## src/rtl/regfile_scoreboard.sv

```systemverilog
// regfile_scoreboard: register file with two combinational read ports, one
// write port and a per-register pending (scoreboard) bit with a running count.
// Register 0 is hard-wired to zero and can never be pending.
//
// Optional feature, macro REGFILE_BYPASS_EN:
//   defined   - a same-cycle write to a selected nonzero read index (or to
//               OBS_REG) is forwarded to that port, and its busy flag reads 0.
//   undefined - no forwarding; reads show the stored contents and busy follows
//               the pending bit directly.
module regfile_scoreboard #(
    parameter int DATA_WIDTH = 32,
    parameter int ADDR_WIDTH = 5,
    parameter int OBS_REG    = 25
) (
    input  logic                  clock,
    input  logic                  ctrl_reset,
    input  logic                  ctrl_writeEnable,
    input  logic [ADDR_WIDTH-1:0] ctrl_writeReg,
    input  logic [DATA_WIDTH-1:0] data_writeReg,
    input  logic [ADDR_WIDTH-1:0] ctrl_readRegA,
    input  logic [ADDR_WIDTH-1:0] ctrl_readRegB,
    output logic [DATA_WIDTH-1:0] data_readRegA,
    output logic [DATA_WIDTH-1:0] data_readRegB,
    input  logic                  ctrl_markPending,
    input  logic [ADDR_WIDTH-1:0] ctrl_pendingReg,
    output logic                  busy_A,
    output logic                  busy_B,
    output logic [ADDR_WIDTH:0]   pending_count,
    output logic [DATA_WIDTH-1:0] output_register
);

    localparam int NUM_REGS = 2 ** ADDR_WIDTH;
    localparam logic [ADDR_WIDTH-1:0] OBS_IDX = ADDR_WIDTH'(OBS_REG);

    logic [DATA_WIDTH-1:0] r_regs [NUM_REGS];
    logic [NUM_REGS-1:0]   r_pending;
    logic [ADDR_WIDTH:0]   r_count;

    logic                  w_wr_valid;
    logic                  w_mark_valid;
    logic                  w_same_idx;
    logic                  w_rise;
    logic                  w_fall;
    logic [NUM_REGS-1:0]   w_pending_next;
    logic [ADDR_WIDTH:0]   w_count_next;

    logic [DATA_WIDTH-1:0] w_read_a;
    logic [DATA_WIDTH-1:0] w_read_b;
    logic [DATA_WIDTH-1:0] w_read_obs;
    logic                  w_busy_a;
    logic                  w_busy_b;

    // Qualify strobes (index 0 is inert) and derive next pending vector and count.
    always_comb begin
        w_wr_valid     = ctrl_writeEnable && (ctrl_writeReg != '0);
        w_mark_valid   = ctrl_markPending && (ctrl_pendingReg != '0);
        w_same_idx     = w_wr_valid && w_mark_valid && (ctrl_writeReg == ctrl_pendingReg);
        w_pending_next = r_pending;
        // Clear is applied first so a mark to the same index wins.
        if (w_wr_valid) begin
            w_pending_next[ctrl_writeReg] = 1'b0;
        end
        if (w_mark_valid) begin
            w_pending_next[ctrl_pendingReg] = 1'b1;
        end
        w_pending_next[0] = 1'b0;
        // Only real bit transitions move the count.
        w_rise = w_mark_valid && !r_pending[ctrl_pendingReg];
        w_fall = w_wr_valid && r_pending[ctrl_writeReg] && !w_same_idx;
        unique case ({w_rise, w_fall})
            2'b10:   w_count_next = r_count + {{ADDR_WIDTH{1'b0}}, 1'b1};
            2'b01:   w_count_next = r_count - {{ADDR_WIDTH{1'b0}}, 1'b1};
            default: w_count_next = r_count;
        endcase
    end

    // Register array, pending bits and count; synchronous active-low reset dominates.
    always_ff @(posedge clock) begin
        if (!ctrl_reset) begin
            for (int i = 0; i < NUM_REGS; i++) begin
                r_regs[i] <= '0;
            end
            r_pending <= '0;
            r_count   <= '0;
        end else begin
            if (w_wr_valid) begin
                r_regs[ctrl_writeReg] <= data_writeReg;
            end
            r_pending <= w_pending_next;
            r_count   <= w_count_next;
        end
    end

    // Read ports, observation port and busy flags, with optional write forwarding.
    always_comb begin
        w_read_a   = (ctrl_readRegA == '0) ? '0 : r_regs[ctrl_readRegA];
        w_read_b   = (ctrl_readRegB == '0) ? '0 : r_regs[ctrl_readRegB];
        w_read_obs = (OBS_IDX == '0) ? '0 : r_regs[OBS_IDX];
        w_busy_a   = r_pending[ctrl_readRegA];
        w_busy_b   = r_pending[ctrl_readRegB];
`ifdef REGFILE_BYPASS_EN
        if (w_wr_valid && (ctrl_writeReg == ctrl_readRegA)) begin
            w_read_a = data_writeReg;
            w_busy_a = 1'b0;
        end
        if (w_wr_valid && (ctrl_writeReg == ctrl_readRegB)) begin
            w_read_b = data_writeReg;
            w_busy_b = 1'b0;
        end
        if (w_wr_valid && (ctrl_writeReg == OBS_IDX)) begin
            w_read_obs = data_writeReg;
        end
`else
        // Stored contents only; a write becomes visible after its edge.
        w_read_obs = w_read_obs;
`endif
    end

    assign data_readRegA   = w_read_a;
    assign data_readRegB   = w_read_b;
    assign output_register = w_read_obs;
    assign busy_A          = w_busy_a;
    assign busy_B          = w_busy_b;
    assign pending_count   = r_count;

endmodule

```

## config.mk

```make
export PLATFORM = sky130hd
export DESIGN_NAME = regfile_scoreboard
export DESIGN_NICKNAME = d
export VERILOG_FILES = /design/src/rtl/regfile_scoreboard.sv
export SDC_FILE = /design/constraint.sdc
export NUM_CORES = 2
export LEC_CHECK = 0
export CAP_MARGIN = 10
export CORE_ASPECT_RATIO = 1.5
export CORE_UTILIZATION = 30
export DETAILED_ROUTE_END_ITERATION = 10
export PLACE_DENSITY = 0.42
export SLEW_MARGIN = 20
export SYNTH_ARGS = -nofsm -noshare
export SYNTH_HDL_FRONTEND = slang
export SYNTH_SLANG_ARGS = --single-unit
```

## constraint.sdc

```tcl
create_clock -name clock -period 7.47 [get_ports clock]
set_input_delay 1.494 -clock clock [delete_from_list [all_inputs] [get_ports clock]]
set_output_delay 1.494 -clock clock [all_outputs]
set_load 0.005 [all_outputs]
```

==> flow_metrics.tcl <==
set metrics [dict create \
    synth_fa_ha_area_share_pct 0.1450 \
    wl_per_cell_um 34.26 \
    synthCells 3891 \
    synth.most_common_cell "edfxtp_1" \
    dr_total_vias 35336 \
    max_freq_mhz 155.1 \
    async_reset_ff_share_pct 0 \
    fin_nets 3985 \
    cts.path.max_buffers 3 \
    setup_tns_ns 0 \
    worstPathMaxFanout 22 \
    met1_usage_pct 29.86 \
    relSlewSlack_pct 25.79 \
    clk_latency_ns 0.72 \
    synthTopCellsByCount "edfxtp_1, and2_1, mux4_2, clkbuf_1, mux2i_1" \
    rsz0062_at_grt "no" \
    io_buffers 159 \
    status "complete, no violations" \
    wl_mm 222.1 \
    drt-vias-per-instance 5.451 \
    cp_data_arrival_time_ns 4.95 \
    busiest_layer "met2" \
    ys_warn_count 0 \
    synth-xor-area-share_pct 0.09230 \
    die_h_um 535.5 \
    ys_top_cells_by_area "edfxtp_1, mux4_2, and2_1" \
    synth_top_family_by_area "multiplexers" \
    grt_pass1_wl_mm 305.9 \
    grt_max_degree 78 \
    cts_tree "done" \
    final_cells 6483 \
    core_area_mm2 0.1884 \
    synthesis.area_mm2 0.05693 \
    worstMarginPinSlew_ns 1.111 \
    die_area_mm2 0.1916 \
    start_kind "primary input" \
    drt-initial-drc-count 3178 \
    syn2layout_area_growth_pct 14.64 \
    ctsResizeCount 0 \
    max-vdd-ir-drop_uv 170.8 \
    worst-endpoint-required_ns 5.98 \
    cts_inserted_buffers 111 \
    place_congestion 0.8249 \
    synthDistinctLibCells 57 \
    ys_ff_latch 1061 \
    synth_area_leader_cell "edfxtp_1" \
    synth_simple_gate_area_share_pct 12.98 \
    grt_util_all_layers_pct 23.08 \
    syn_area_per_cell_um2 14.63 \
    synth-compound-area-share_pct 5.259 \
    critPathKind "primary input to output pin" \
    finClkSkew_ns 0.006763 \
    start_util_pct 30.23 \
    grtUsageMet3_pct 2.608 \
    whs_ns 0.4802 \
    ioPinCount 160 \
    cts_setup_buffers 0 \
    power_mw 14.65 \
    die_w_um 357.7 \
    synth_edf_count 1024 \
    dp_hpwl_mm 139.7 \
    grt_pass1_vias 36978 \
    root_buffer "clkbuf_16" \
    period_share_pct 86.31 \
    drc 0 \
    synth-main-ff-cell "edfxtp_1" \
    final_layout_size_suffix_gt1_share_pct 22.80 \
    clock-sinks 1061 \
    row_count 195 \
    hp-class "flip-flop to flip-flop" \
    p_per_area_mw_per_mm2 224.4 \
    placed_cells_incl_taps 6272 \
    synth_mux_area_share_pct 22.53 \
    timing.final.crit_period_ns 6.448 \
    overflow 0 \
    yosysSeqAreaShare_pct 55.31 \
    hold_buffers 0 \
    use_met2_pct 40.60 \
    final_util_pct 34.65 \
    path_clk_slew_ns 0.06 \
    p_leak_nw 22.26 \
    crit_path_end_kind "output pin" \
    yosysTopAreaCellShare_pct 54.01 \
    setup_violations 0 \
    finalHoldViolCount 0 \
    htreeDepth 3 \
    maxCapViolations 0 \
    drv_slew 0 \
    antenna_found_initial 34 \
    ant_nets 0 \
    dr.pass1.iters 7 \
]
-- path summary, 6_finish.rpt --
| check | startpoint | end | slack, ns | cells after the start |
|---|---|---|---|---|
| worst min-delay path | pending_count[5] | pending_count[5] | 0.48 | 2 |
| worst min register to register | pending_count[5] | pending_count[5] | 0.48 | 2 |
| worst max-delay path | ctrl_readRegB[3] | data_readRegB[25] | 1.02 | 8 |
| worst max register to register | r_pending[26] | pending_count[5] | 4.19 | 10 |
-- registers in the layout (all words and copies together) (netlist names) --
signal / cells
r_regs: 1024
r_pending: 31
pending_count: 6
-- report_power, final --
| part | switching, mW | internal (mW) |
|---|---|---|
| clock network | 2.52 | 3.19 |
| registers | 0.166 | 6.85 |
| logic | 1.13 | 0.795 |
| total | 3.82 | 10.8 |
-- routing by layer --
metal	vias to the layer above	routed length [µm]	share of wire (%)
li1	15004	-	-
met1	18987	92660	42
met2	1049	113600	51
met3	280	9753	4.4
met4	16	5981	2.7
met5	-	91	0.041
-- kinds of logic (layout without fill, tap and decap cells) --
logic type / count (synthesis) / count (layout)
buf+inv: 464 / 555
fa+ha+maj: 6 / 6
simple gates: 1239 / 1239
flops: 1061 / 1061
other cells: 1 / 40
compound gates: 407 / 407
xor+xnor: 6 / 6
mux: 707 / 707
-- cells in the final DEF (no fill, tap or decap), types with 45 or more instances in the layout --
master           synthesis  routed
a221oi_1                59      59
edfxtp_1              1024    1024
clkdlybuf4s50_1          0     130
a22oi_1                 51      51
and2_1                1000     998
mux2_2                  54      54
nand2_1                 78      64
o22ai_1                 63      63
mux2i_1                199     199
clkbuf_16                0     116
inv_1                   46      46
mux4_2                 454     454
a211oi_1                48      48
a21oi_1                 45      45
buf_4                   35     121
-- worst max-delay path, cell delays in order --
cell	delay [ns]
clkdlybuf4s50_1	0.84
or3b_2	0.95
buf_4	0.34
o22ai_1	0.09
a211oi_1	0.24
nand2_1	0.22
and3_1	0.28
clkdlybuf4s50_1	0.47
-- per-stage QoR --
stage / area (µm²) / worst slack, ns
6_report: 65270 / 1.022
4_1_cts: 65310 / 1.066
3_3_place_gp: 61730 / 1.040
2_1_floorplan: 57050 / 2.293
3_5_place_dp: 61730 / 1.069
5_1_grt: 65250 / 0.9966
-- area by class of cell --
type                            instances  area, µm²
Fill cell                           18083     123100
Timing Repair Buffer                  305       2954
Multi-Input combinational cell       2397      23970
Inverter                               47      177.7
Clock inverter                         63      558.0
Sequential cell                      1061      31490
Tap cell                             2462       3080
Antenna cell                            8      20.02
Clock buffer                          140       3023
Note: power is estimated with default switching activity, not from simulation.
